==> src/rtl/bus_arbiter_pkg.sv <==
// Shared types and constants for the IF/MEM single-port bus arbiter.
// Holds the FSM state encoding, owner ids, stall vectors and the stall priority helper.
package bus_arbiter_pkg;

    localparam int STALL_W = 6;

    typedef enum logic [1:0] {
        ST_IDLE = 2'd0,
        ST_BUSY = 2'd1,
        ST_DONE = 2'd2
    } arb_state_t;

    typedef enum logic {
        OWN_IF  = 1'b0,
        OWN_MEM = 1'b1
    } arb_owner_t;

    // Stall bit order is {wb,mem,ex,id,if,pc}
    localparam logic [STALL_W-1:0] STALL_NONE = 6'b000000;
    localparam logic [STALL_W-1:0] STALL_IF   = 6'b000011;
    localparam logic [STALL_W-1:0] STALL_MEM  = 6'b011111;

    function automatic logic [STALL_W-1:0] stall_vec(input logic pend_mem, input logic pend_if);
        if (pend_mem) begin
            return STALL_MEM;
        end
        if (pend_if) begin
            return STALL_IF;
        end
        return STALL_NONE;
    endfunction

endpackage

==> src/rtl/bus_arbiter_if.sv <==
// Requester and memory-bus signal bundle for the arbiter.
// The master modport is the arbiter's view; slave is the view of the requesters plus memory.
interface bus_arbiter_if
    import bus_arbiter_pkg::*;
#(
    parameter int ADDR_W = 32,
    parameter int DATA_W = 32
);
    logic                if_req_i;
    logic [ADDR_W-1:0]   if_addr_i;
    logic [DATA_W-1:0]   if_rdata_o;
    logic                if_ack_o;

    logic                mem_req_i;
    logic                mem_we_i;
    logic [3:0]          mem_sel_i;
    logic [ADDR_W-1:0]   mem_addr_i;
    logic [DATA_W-1:0]   mem_wdata_i;
    logic [DATA_W-1:0]   mem_rdata_o;
    logic                mem_ack_o;

    logic                bus_req_o;
    logic                bus_we_o;
    logic [3:0]          bus_sel_o;
    logic [ADDR_W-1:0]   bus_addr_o;
    logic [DATA_W-1:0]   bus_wdata_o;
    logic [DATA_W-1:0]   bus_rdata_i;
    logic                bus_ack_i;

    logic [STALL_W-1:0]  stall_o;
    logic                bus_err_o;

    modport master (
        input  if_req_i, if_addr_i,
        input  mem_req_i, mem_we_i, mem_sel_i, mem_addr_i, mem_wdata_i,
        input  bus_rdata_i, bus_ack_i,
        output if_rdata_o, if_ack_o, mem_rdata_o, mem_ack_o,
        output bus_req_o, bus_we_o, bus_sel_o, bus_addr_o, bus_wdata_o,
        output stall_o, bus_err_o
    );

    modport slave (
        output if_req_i, if_addr_i,
        output mem_req_i, mem_we_i, mem_sel_i, mem_addr_i, mem_wdata_i,
        output bus_rdata_i, bus_ack_i,
        input  if_rdata_o, if_ack_o, mem_rdata_o, mem_ack_o,
        input  bus_req_o, bus_we_o, bus_sel_o, bus_addr_o, bus_wdata_o,
        input  stall_o, bus_err_o
    );

endinterface

==> src/rtl/bus_arbiter_timer.sv <==
// Wait-state watchdog counter: counts enabled cycles, saturates at MAX_WAIT.
// o_expired is high while the count sits at MAX_WAIT.
module arb_wait_timer #(
    parameter  int MAX_WAIT = 15,
    localparam int CNT_W    = $clog2(MAX_WAIT + 1)
) (
    input  logic             clk,
    input  logic             rst,
    input  logic             i_clear,
    input  logic             i_enable,
    output logic [CNT_W-1:0] o_count,
    output logic             o_expired
);

    localparam logic [CNT_W-1:0] LIMIT = CNT_W'(MAX_WAIT);

    logic [CNT_W-1:0] r_count;

    always_ff @(posedge clk or negedge rst) begin
        if (!rst) begin
            r_count <= '0;
        end else if (i_clear) begin
            r_count <= '0;
        end else if (i_enable && (r_count != LIMIT)) begin
            r_count <= r_count + 1'b1;
        end
    end

    assign o_count   = r_count;
    assign o_expired = (r_count == LIMIT);

endmodule

==> src/rtl/bus_arbiter.sv <==
// Arbitrates one single-port memory bus between instruction fetch and data access,
// one transaction at a time, driving the pipeline stall vector and a wait watchdog.
module bus_arbiter
    import bus_arbiter_pkg::*;
#(
    parameter int ADDR_W   = 32,
    parameter int DATA_W   = 32,
    parameter int MAX_WAIT = 15
) (
    input  logic          clk,
    input  logic          rst,
    bus_arbiter_if.master bus
);

    localparam int CNT_W = $clog2(MAX_WAIT + 1);

    arb_state_t         r_state;
    arb_state_t         w_state_nxt;
    arb_owner_t         r_owner;

    logic               r_bus_req;
    logic               r_bus_we;
    logic [3:0]         r_bus_sel;
    logic [ADDR_W-1:0]  r_bus_addr;
    logic [DATA_W-1:0]  r_bus_wdata;
    logic               r_bus_err;
    logic [DATA_W-1:0]  r_if_rdata;
    logic [DATA_W-1:0]  r_mem_rdata;

    logic               w_grant;
    logic               w_grant_mem;
    logic               w_finish;
    logic               w_timeout;
    logic               w_tmr_en;
    logic               w_tmr_clear;
    logic               w_expired;
    logic [CNT_W-1:0]   w_wait_cnt;
    logic [DATA_W-1:0]  w_cap_data;
    logic               w_pend_if;
    logic               w_pend_mem;
    logic               w_if_ack;
    logic               w_mem_ack;

    // Data access has priority; in IDLE a raised req is always a pending one.
    assign w_grant     = (r_state == ST_IDLE) && (bus.mem_req_i || bus.if_req_i);
    assign w_grant_mem = (r_state == ST_IDLE) && bus.mem_req_i;
    assign w_finish    = (r_state == ST_BUSY) && (bus.bus_ack_i || w_expired);
    assign w_timeout   = (r_state == ST_BUSY) && !bus.bus_ack_i && w_expired;

    // Counter is loaded to 1 on grant so it equals the number of BUSY cycles seen so far.
    assign w_tmr_en    = w_grant || (r_state == ST_BUSY);
    assign w_tmr_clear = !w_tmr_en;

    arb_wait_timer #(
        .MAX_WAIT (MAX_WAIT)
    ) u_wait_timer (
        .clk       (clk),
        .rst       (rst),
        .i_clear   (w_tmr_clear),
        .i_enable  (w_tmr_en),
        .o_count   (w_wait_cnt),
        .o_expired (w_expired)
    );

    always_comb begin
        assert (w_wait_cnt <= CNT_W'(MAX_WAIT));
    end

    always_ff @(posedge clk or negedge rst) begin
        if (!rst) begin
            r_state <= ST_IDLE;
        end else begin
            r_state <= w_state_nxt;
        end
    end

    always_comb begin
        w_state_nxt = r_state;
        w_if_ack    = 1'b0;
        w_mem_ack   = 1'b0;
        case (r_state)
            ST_IDLE: begin
                if (w_grant) begin
                    w_state_nxt = ST_BUSY;
                end
            end
            ST_BUSY: begin
                if (w_finish) begin
                    w_state_nxt = ST_DONE;
                end
            end
            ST_DONE: begin
                w_state_nxt = ST_IDLE;
                w_if_ack    = (r_owner == OWN_IF);
                w_mem_ack   = (r_owner == OWN_MEM);
            end
            default: begin
                w_state_nxt = ST_IDLE;
            end
        endcase
    end

    // Stores and timeouts return zero to the owner.
    assign w_cap_data = (bus.bus_ack_i && !r_bus_we) ? bus.bus_rdata_i : '0;

    always_ff @(posedge clk or negedge rst) begin
        if (!rst) begin
            r_owner     <= OWN_IF;
            r_bus_req   <= 1'b0;
            r_bus_we    <= 1'b0;
            r_bus_sel   <= '0;
            r_bus_addr  <= '0;
            r_bus_wdata <= '0;
            r_bus_err   <= 1'b0;
            r_if_rdata  <= '0;
            r_mem_rdata <= '0;
        end else begin
            r_bus_err <= 1'b0;
            if (w_grant) begin
                r_owner     <= w_grant_mem ? OWN_MEM : OWN_IF;
                r_bus_req   <= 1'b1;
                r_bus_we    <= w_grant_mem ? bus.mem_we_i    : 1'b0;
                r_bus_sel   <= w_grant_mem ? bus.mem_sel_i   : 4'hF;
                r_bus_addr  <= w_grant_mem ? bus.mem_addr_i  : bus.if_addr_i;
                r_bus_wdata <= w_grant_mem ? bus.mem_wdata_i : '0;
            end else if (w_finish) begin
                r_bus_req <= 1'b0;
                r_bus_we  <= 1'b0;
                r_bus_err <= w_timeout;
                if (r_owner == OWN_MEM) begin
                    r_mem_rdata <= w_cap_data;
                end else begin
                    r_if_rdata  <= w_cap_data;
                end
            end
        end
    end

    // Pending masks out the owner in its ack cycle; reset silences stall at once.
    assign w_pend_mem = rst && bus.mem_req_i && !((r_state == ST_DONE) && (r_owner == OWN_MEM));
    assign w_pend_if  = rst && bus.if_req_i  && !((r_state == ST_DONE) && (r_owner == OWN_IF));

    assign bus.stall_o     = stall_vec(w_pend_mem, w_pend_if);
    assign bus.if_ack_o    = w_if_ack;
    assign bus.mem_ack_o   = w_mem_ack;
    assign bus.if_rdata_o  = r_if_rdata;
    assign bus.mem_rdata_o = r_mem_rdata;
    assign bus.bus_req_o   = r_bus_req;
    assign bus.bus_we_o    = r_bus_we;
    assign bus.bus_sel_o   = r_bus_sel;
    assign bus.bus_addr_o  = r_bus_addr;
    assign bus.bus_wdata_o = r_bus_wdata;
    assign bus.bus_err_o   = r_bus_err;

endmodule

==> src/flat_wrapper.sv <==
// flat-port wrapper written by rule: the top's interface ports become plain ports
module bus_arbiter_flat import bus_arbiter_pkg::*;
#(
    parameter int ADDR_W   = 32,
    parameter int DATA_W   = 32,
    parameter int MAX_WAIT = 15
)
  (clk, rst, bus_if_req_i, bus_if_addr_i, bus_mem_req_i, bus_mem_we_i, bus_mem_sel_i, bus_mem_addr_i, bus_mem_wdata_i, bus_bus_rdata_i, bus_bus_ack_i, bus_if_rdata_o, bus_if_ack_o, bus_mem_rdata_o, bus_mem_ack_o, bus_bus_req_o, bus_bus_we_o, bus_bus_sel_o, bus_bus_addr_o, bus_bus_wdata_o, bus_stall_o, bus_bus_err_o);
  bus_arbiter_if #(.ADDR_W(ADDR_W), .DATA_W(DATA_W)) bus_i ();
  input  logic clk;
  input  logic rst;
  input wire logic [$bits(bus_i.if_req_i)-1:0] bus_if_req_i;
  input wire logic [$bits(bus_i.if_addr_i)-1:0] bus_if_addr_i;
  input wire logic [$bits(bus_i.mem_req_i)-1:0] bus_mem_req_i;
  input wire logic [$bits(bus_i.mem_we_i)-1:0] bus_mem_we_i;
  input wire logic [$bits(bus_i.mem_sel_i)-1:0] bus_mem_sel_i;
  input wire logic [$bits(bus_i.mem_addr_i)-1:0] bus_mem_addr_i;
  input wire logic [$bits(bus_i.mem_wdata_i)-1:0] bus_mem_wdata_i;
  input wire logic [$bits(bus_i.bus_rdata_i)-1:0] bus_bus_rdata_i;
  input wire logic [$bits(bus_i.bus_ack_i)-1:0] bus_bus_ack_i;
  output wire logic [$bits(bus_i.if_rdata_o)-1:0] bus_if_rdata_o;
  output wire logic [$bits(bus_i.if_ack_o)-1:0] bus_if_ack_o;
  output wire logic [$bits(bus_i.mem_rdata_o)-1:0] bus_mem_rdata_o;
  output wire logic [$bits(bus_i.mem_ack_o)-1:0] bus_mem_ack_o;
  output wire logic [$bits(bus_i.bus_req_o)-1:0] bus_bus_req_o;
  output wire logic [$bits(bus_i.bus_we_o)-1:0] bus_bus_we_o;
  output wire logic [$bits(bus_i.bus_sel_o)-1:0] bus_bus_sel_o;
  output wire logic [$bits(bus_i.bus_addr_o)-1:0] bus_bus_addr_o;
  output wire logic [$bits(bus_i.bus_wdata_o)-1:0] bus_bus_wdata_o;
  output wire logic [$bits(bus_i.stall_o)-1:0] bus_stall_o;
  output wire logic [$bits(bus_i.bus_err_o)-1:0] bus_bus_err_o;
  assign bus_i.if_req_i = bus_if_req_i;
  assign bus_i.if_addr_i = bus_if_addr_i;
  assign bus_i.mem_req_i = bus_mem_req_i;
  assign bus_i.mem_we_i = bus_mem_we_i;
  assign bus_i.mem_sel_i = bus_mem_sel_i;
  assign bus_i.mem_addr_i = bus_mem_addr_i;
  assign bus_i.mem_wdata_i = bus_mem_wdata_i;
  assign bus_i.bus_rdata_i = bus_bus_rdata_i;
  assign bus_i.bus_ack_i = bus_bus_ack_i;
  assign bus_if_rdata_o = bus_i.if_rdata_o;
  assign bus_if_ack_o = bus_i.if_ack_o;
  assign bus_mem_rdata_o = bus_i.mem_rdata_o;
  assign bus_mem_ack_o = bus_i.mem_ack_o;
  assign bus_bus_req_o = bus_i.bus_req_o;
  assign bus_bus_we_o = bus_i.bus_we_o;
  assign bus_bus_sel_o = bus_i.bus_sel_o;
  assign bus_bus_addr_o = bus_i.bus_addr_o;
  assign bus_bus_wdata_o = bus_i.bus_wdata_o;
  assign bus_stall_o = bus_i.stall_o;
  assign bus_bus_err_o = bus_i.bus_err_o;
  bus_arbiter #(.ADDR_W(ADDR_W), .DATA_W(DATA_W), .MAX_WAIT(MAX_WAIT)) u_core (.clk(clk), .rst(rst), .bus(bus_i));
endmodule
==> config.mk <==
export PLATFORM = sky130hd
export DESIGN_NAME = bus_arbiter_flat
export DESIGN_NICKNAME = d
export VERILOG_FILES = /design/src/rtl/bus_arbiter_pkg.sv /design/src/rtl/bus_arbiter_if.sv /design/src/rtl/bus_arbiter_timer.sv /design/src/rtl/bus_arbiter.sv /design/src/flat_wrapper.sv
export SDC_FILE = /design/constraint.sdc
export NUM_CORES = 1
export LEC_CHECK = 0
export BUFFER_PORTS_ARGS = -buffer_cell sky130_fd_sc_hd__buf_2
export CORE_ASPECT_RATIO = 0.8
export CORE_MARGIN = 2
export CORE_UTILIZATION = 45
export CTS_CLUSTER_SIZE = 28
export DETAILED_ROUTE_END_ITERATION = 7
export HOLD_SLACK_MARGIN = 0.15
export PLACE_DENSITY = 0.84
export SETUP_SLACK_MARGIN = 0.2
export SYNTH_ARGS = -nofsm -noshare
export SYNTH_HDL_FRONTEND = slang
export SYNTH_SLANG_ARGS = --single-unit
==> constraint.sdc <==
create_clock -name clk -period 2.8 [get_ports clk]
set_clock_uncertainty 0.05 [all_clocks]
set_input_delay 0.56 -clock clk [delete_from_list [all_inputs] [get_ports clk]]
set_output_delay 0.56 -clock clk [all_outputs]
set_load 0.01 [all_outputs]
==> parameters.txt <==
Parameter                              Value

Status
  Result of the run    completed

Logic synthesis
  Synth Area in XOR/XNOR    0.00154
  Count of flip-flops with a built-in enable after synthesis    0
  Fraction of registers with async set/reset    1.00
  Number of distinct library cell variants in the gate-level netlist after synthesis    34
  Post-Synthesis Cells    around 440
  Count of yosys warnings during synthesis    0
  Multiplexer share of the synthesized area    0.0582
  Synthesized area per cell    about 13 µm²
  Sequential fraction of the synthesis area    0.626
  Compound-cell area share of the yosys netlist    0.236
  Number of storage elements in the synthesis netlist    142
  Synthesized net count    between 500 and 600
  Adder and majority gate portion of the synthesized area    0.00221
  Simple-gate portion of the synthesized area    0.0324
  Top flip-flop cell by instance count after synthesis    sky130_fd_sc_hd__dfrtp_1
  Main combinational cell family by area after synthesis    compound AO/OA/AOI/OAI gates
  Mapped cell area    5670 µm²

Timing
  Final setup vio count    0
  Final critical-path required period    2.45 ns
  Tcrit/Tclk final    0.873
  Max-slew violation count    0
  Worst hold slack    0.313 ns
  Max Fclk    ~410 MHz
  Slew margin rel.    0.323
  Setup_tns    0 ns
  Final-report hold violation count    0
  Measured slew at the worst slew-check pin    around 1.0 ns
  Setup repair after global routing missed its margin    false

Pwr
  Worst vdd ir    0.527 mV
  Cell area power density    between 1000 and 1500 nW/µm²
  Leakage power    between 0.003 and 0.004 µW

Clock tree
  Clock buffer depth    2
  Source-to-sink clock delay at the later pin of the worst-skew pair    0.42 ns
  TritonCTS clock tree    done
  Post CTS Setup Buffer Count    0
  Hold_buf cts    1
  Number of gates resized after cts    0
  Reg clk slew, reported paths    0.06 ns
  CTS Buf Count    17
  Clock sinks    between 100 and 150
  Buffer type at the clock tree root    sky130_fd_sc_hd__clkbuf_16
  Number of levels the H-tree was split into    4

Finish
  Count of antenna diodes in the layout    0
  Number of fillers in the final layout    between 900 and 1k
  Top library cells by usage in the layout, fill and taps aside    sky130_fd_sc_hd__buf_2, sky130_fd_sc_hd__dfrtp_1, sky130_fd_sc_hd__a32o_1
  Area taken by flip-flops and latches    between 3000 and 4000 µm²
  Synthesis-to-finish area growth    37.2%
  Most common cell after layout, fill and taps aside    sky130_fd_sc_hd__buf_2
  Fraction of final layout cells sized beyond drive strength 1    0.461
  Final nets    between 800 and 900
  Area of combinational cells with multiple inputs    1910 µm²

Global routing
  Number of antenna violations at the first check in global routing    0
  Overall routing resource usage    0.238
  Maximum number of pins on one net before global-route repair    65
  Remaining global-route overflow    0
  Vias in the first global route    between 5k and 6k
  Global-route wire length before repair    between 20,000 and 30,000 µm

Setup path
  Critical register-to-register path endpoint    u_core.bus.bus_sel_o[0]$_DFFE_PN0P_
  Length in cells of the worst reg-to-reg path    3
  Worst EP required    2.19 ns
  Critical path class    in2out
  Flop2flop setup slack    about 0.75 ns
  Source of the worst register-to-register timing path    u_core.r_state[1]$_DFFE_PN0P_
  Slowest cell delay on critical path    between 0.5 and 0.6 ns
  Slowest cell on the critical path    sky130_fd_sc_hd__dlygate4sd3_1
  Largest fanout on the critical path    27
  Worst Setup SP    rst
  Element type at the critical path start    input pin
  Crit-path cells    dlygate4sd3_1, buf_6, a21boi_0, buf_2
  Kind of end point of the critical path    output port
  Arrival time worst endpoint    1.84 ns

Floorplan
  Cell Rows    36
  Y dimension of the die    104 µm
  Die X    between 100 and 150 µm
  Placeable core region    about 12,000 µm²
  Initial cell density of the core    0.463
  Overall die area    13,500 µm²
  Number of placed I/O pins    roughly 280

Hold path
  Type of the tightest min-delay check    in2reg
  Hold-critical path depth    2
  Worst Hold End    u_core.bus.bus_wdata_o[21]$_DFFE_PN0P_
  Worst Hold Launch    bus_mem_wdata_i[21]

Detailed routing
  WL per Instance    around 18 µm
  Remaining antenna violation count    0
  Number of search-and-repair iterations in the first detailed-routing pass    5
  Detailed-route DRC error count    0
  Violation count after the first detailed-routing iteration    about 360
  Post-detailed-route via-to-cell ratio    about 5.6
  Via count    4,934
  Final wirelength    15,900 µm

Place
  Routability Congestion    0.870
  DP Wirelength    about 11,000 µm
  Port Buffers    between 200 and 300

Run
  Max-Cap Viols    0
## stage by stage
step                      area (µm²)   util  total power (µW)  cells  setup slack [ns]
final                           7780  0.635              9240    881             0.354
after global routing            7780  0.635              9790    881             0.253
after CTS                       7780  0.635              9300    881             0.362
after detailed placement        7160  0.585              6960    848             0.788
after global placement          7160  0.585              6800    848             0.892
after floorplan                 5670      -              5500    435             0.835
## cells by family (layout without fill, tap and decap cells)
kind of cell             count (synthesis)  count (layout)
AO/OA/AOI/OAI                          174             174
flip-flops                             142             142
other                                    1               1
XOR/XNOR                                 1               1
adder cells (fa/ha/maj)                  1               1
AND/OR/NAND/NOR                         34              34
multiplexers                            33              33
buffers and inverters                   49             324
## worst max path at each step
stage | end | slack, ns | cells past startpoint
finish | bus_stall_o[1] | 0.35 | 4
floorplan | bus_stall_o[1] | 0.83 | 5
global placement | u_core.bus.bus_addr_o[9]$_DFFE_PN0P_ | 0.89 | 5
detailed placement | u_core.bus.bus_addr_o[5]$_DFFE_PN0P_ | 0.79 | 5
CTS | bus_stall_o[1] | 0.36 | 4
global route | bus_stall_o[1] | 0.25 | 4
## where the power goes
| group | internal (µW) | switching, µW |
|---|---|---|
| combinational | 1520 | 1930 |
| sequential | 2950 | 541 |
| clock | 1460 | 832 |
| total | 5940 | 3300 |
## per-layer routing
metal,track usage,wire length (µm),vias up
met5,0,0,-
met4,0.124,539,0
met3,0.0710,1290,49
met2,0.377,7910,271
met1,0.294,6210,2418
li1,-,-,2196
## critical path, delay by kind of cell
family | cells | cell delay [ns]
AO/OA/AOI/OAI | 1 | 0.30
buffers and inverters | 3 | 0.98
## cell usage after synthesis (4+ instances only)
master	number	area [µm²]
sky130_fd_sc_hd__a22o_1	32	280
sky130_fd_sc_hd__a32o_1	64	641
sky130_fd_sc_hd__buf_2	23	115
sky130_fd_sc_hd__buf_4	6	45.0
sky130_fd_sc_hd__clkbuf_1	16	60.1
sky130_fd_sc_hd__dfrtp_1	142	3550
sky130_fd_sc_hd__mux2i_1	33	330
sky130_fd_sc_hd__nand2_1	8	30.0
sky130_fd_sc_hd__nor2_1	8	30.0
sky130_fd_sc_hd__nor3_1	4	20.0
sky130_fd_sc_hd__o21ai_0	35	175
sky130_fd_sc_hd__o21ai_1	33	165
sky130_fd_sc_hd__o22a_1	4	35.0
## sequential cells by signal, summed over array words and instances, names as in the netlist
name	cells
u_core.u_wait_timer.o_count	4
u_core.bus.bus_wdata_o	32
u_core.bus.bus_we_o	1
u_core.bus.mem_rdata_o	32
u_core.bus.bus_err_o	1
u_core.bus.bus_sel_o	4
u_core.r_owner	1
u_core.r_state	2
u_core.bus.bus_req_o	1
u_core.bus.if_rdata_o	32
u_core.bus.bus_addr_o	32
## layout make-up
class | count | share of cell area
Clock inverter | 11 | 0.0178
Tap cell | 171 | 0.0275
Clock buffer | 21 | 0.0604
Multi-Input combinational cell | 244 | 0.245
Sequential cell | 142 | 0.457
Inverter | 1 | 0.000482
Timing Repair Buffer | 291 | 0.192
Note: power is estimated with default switching activity, not from simulation.
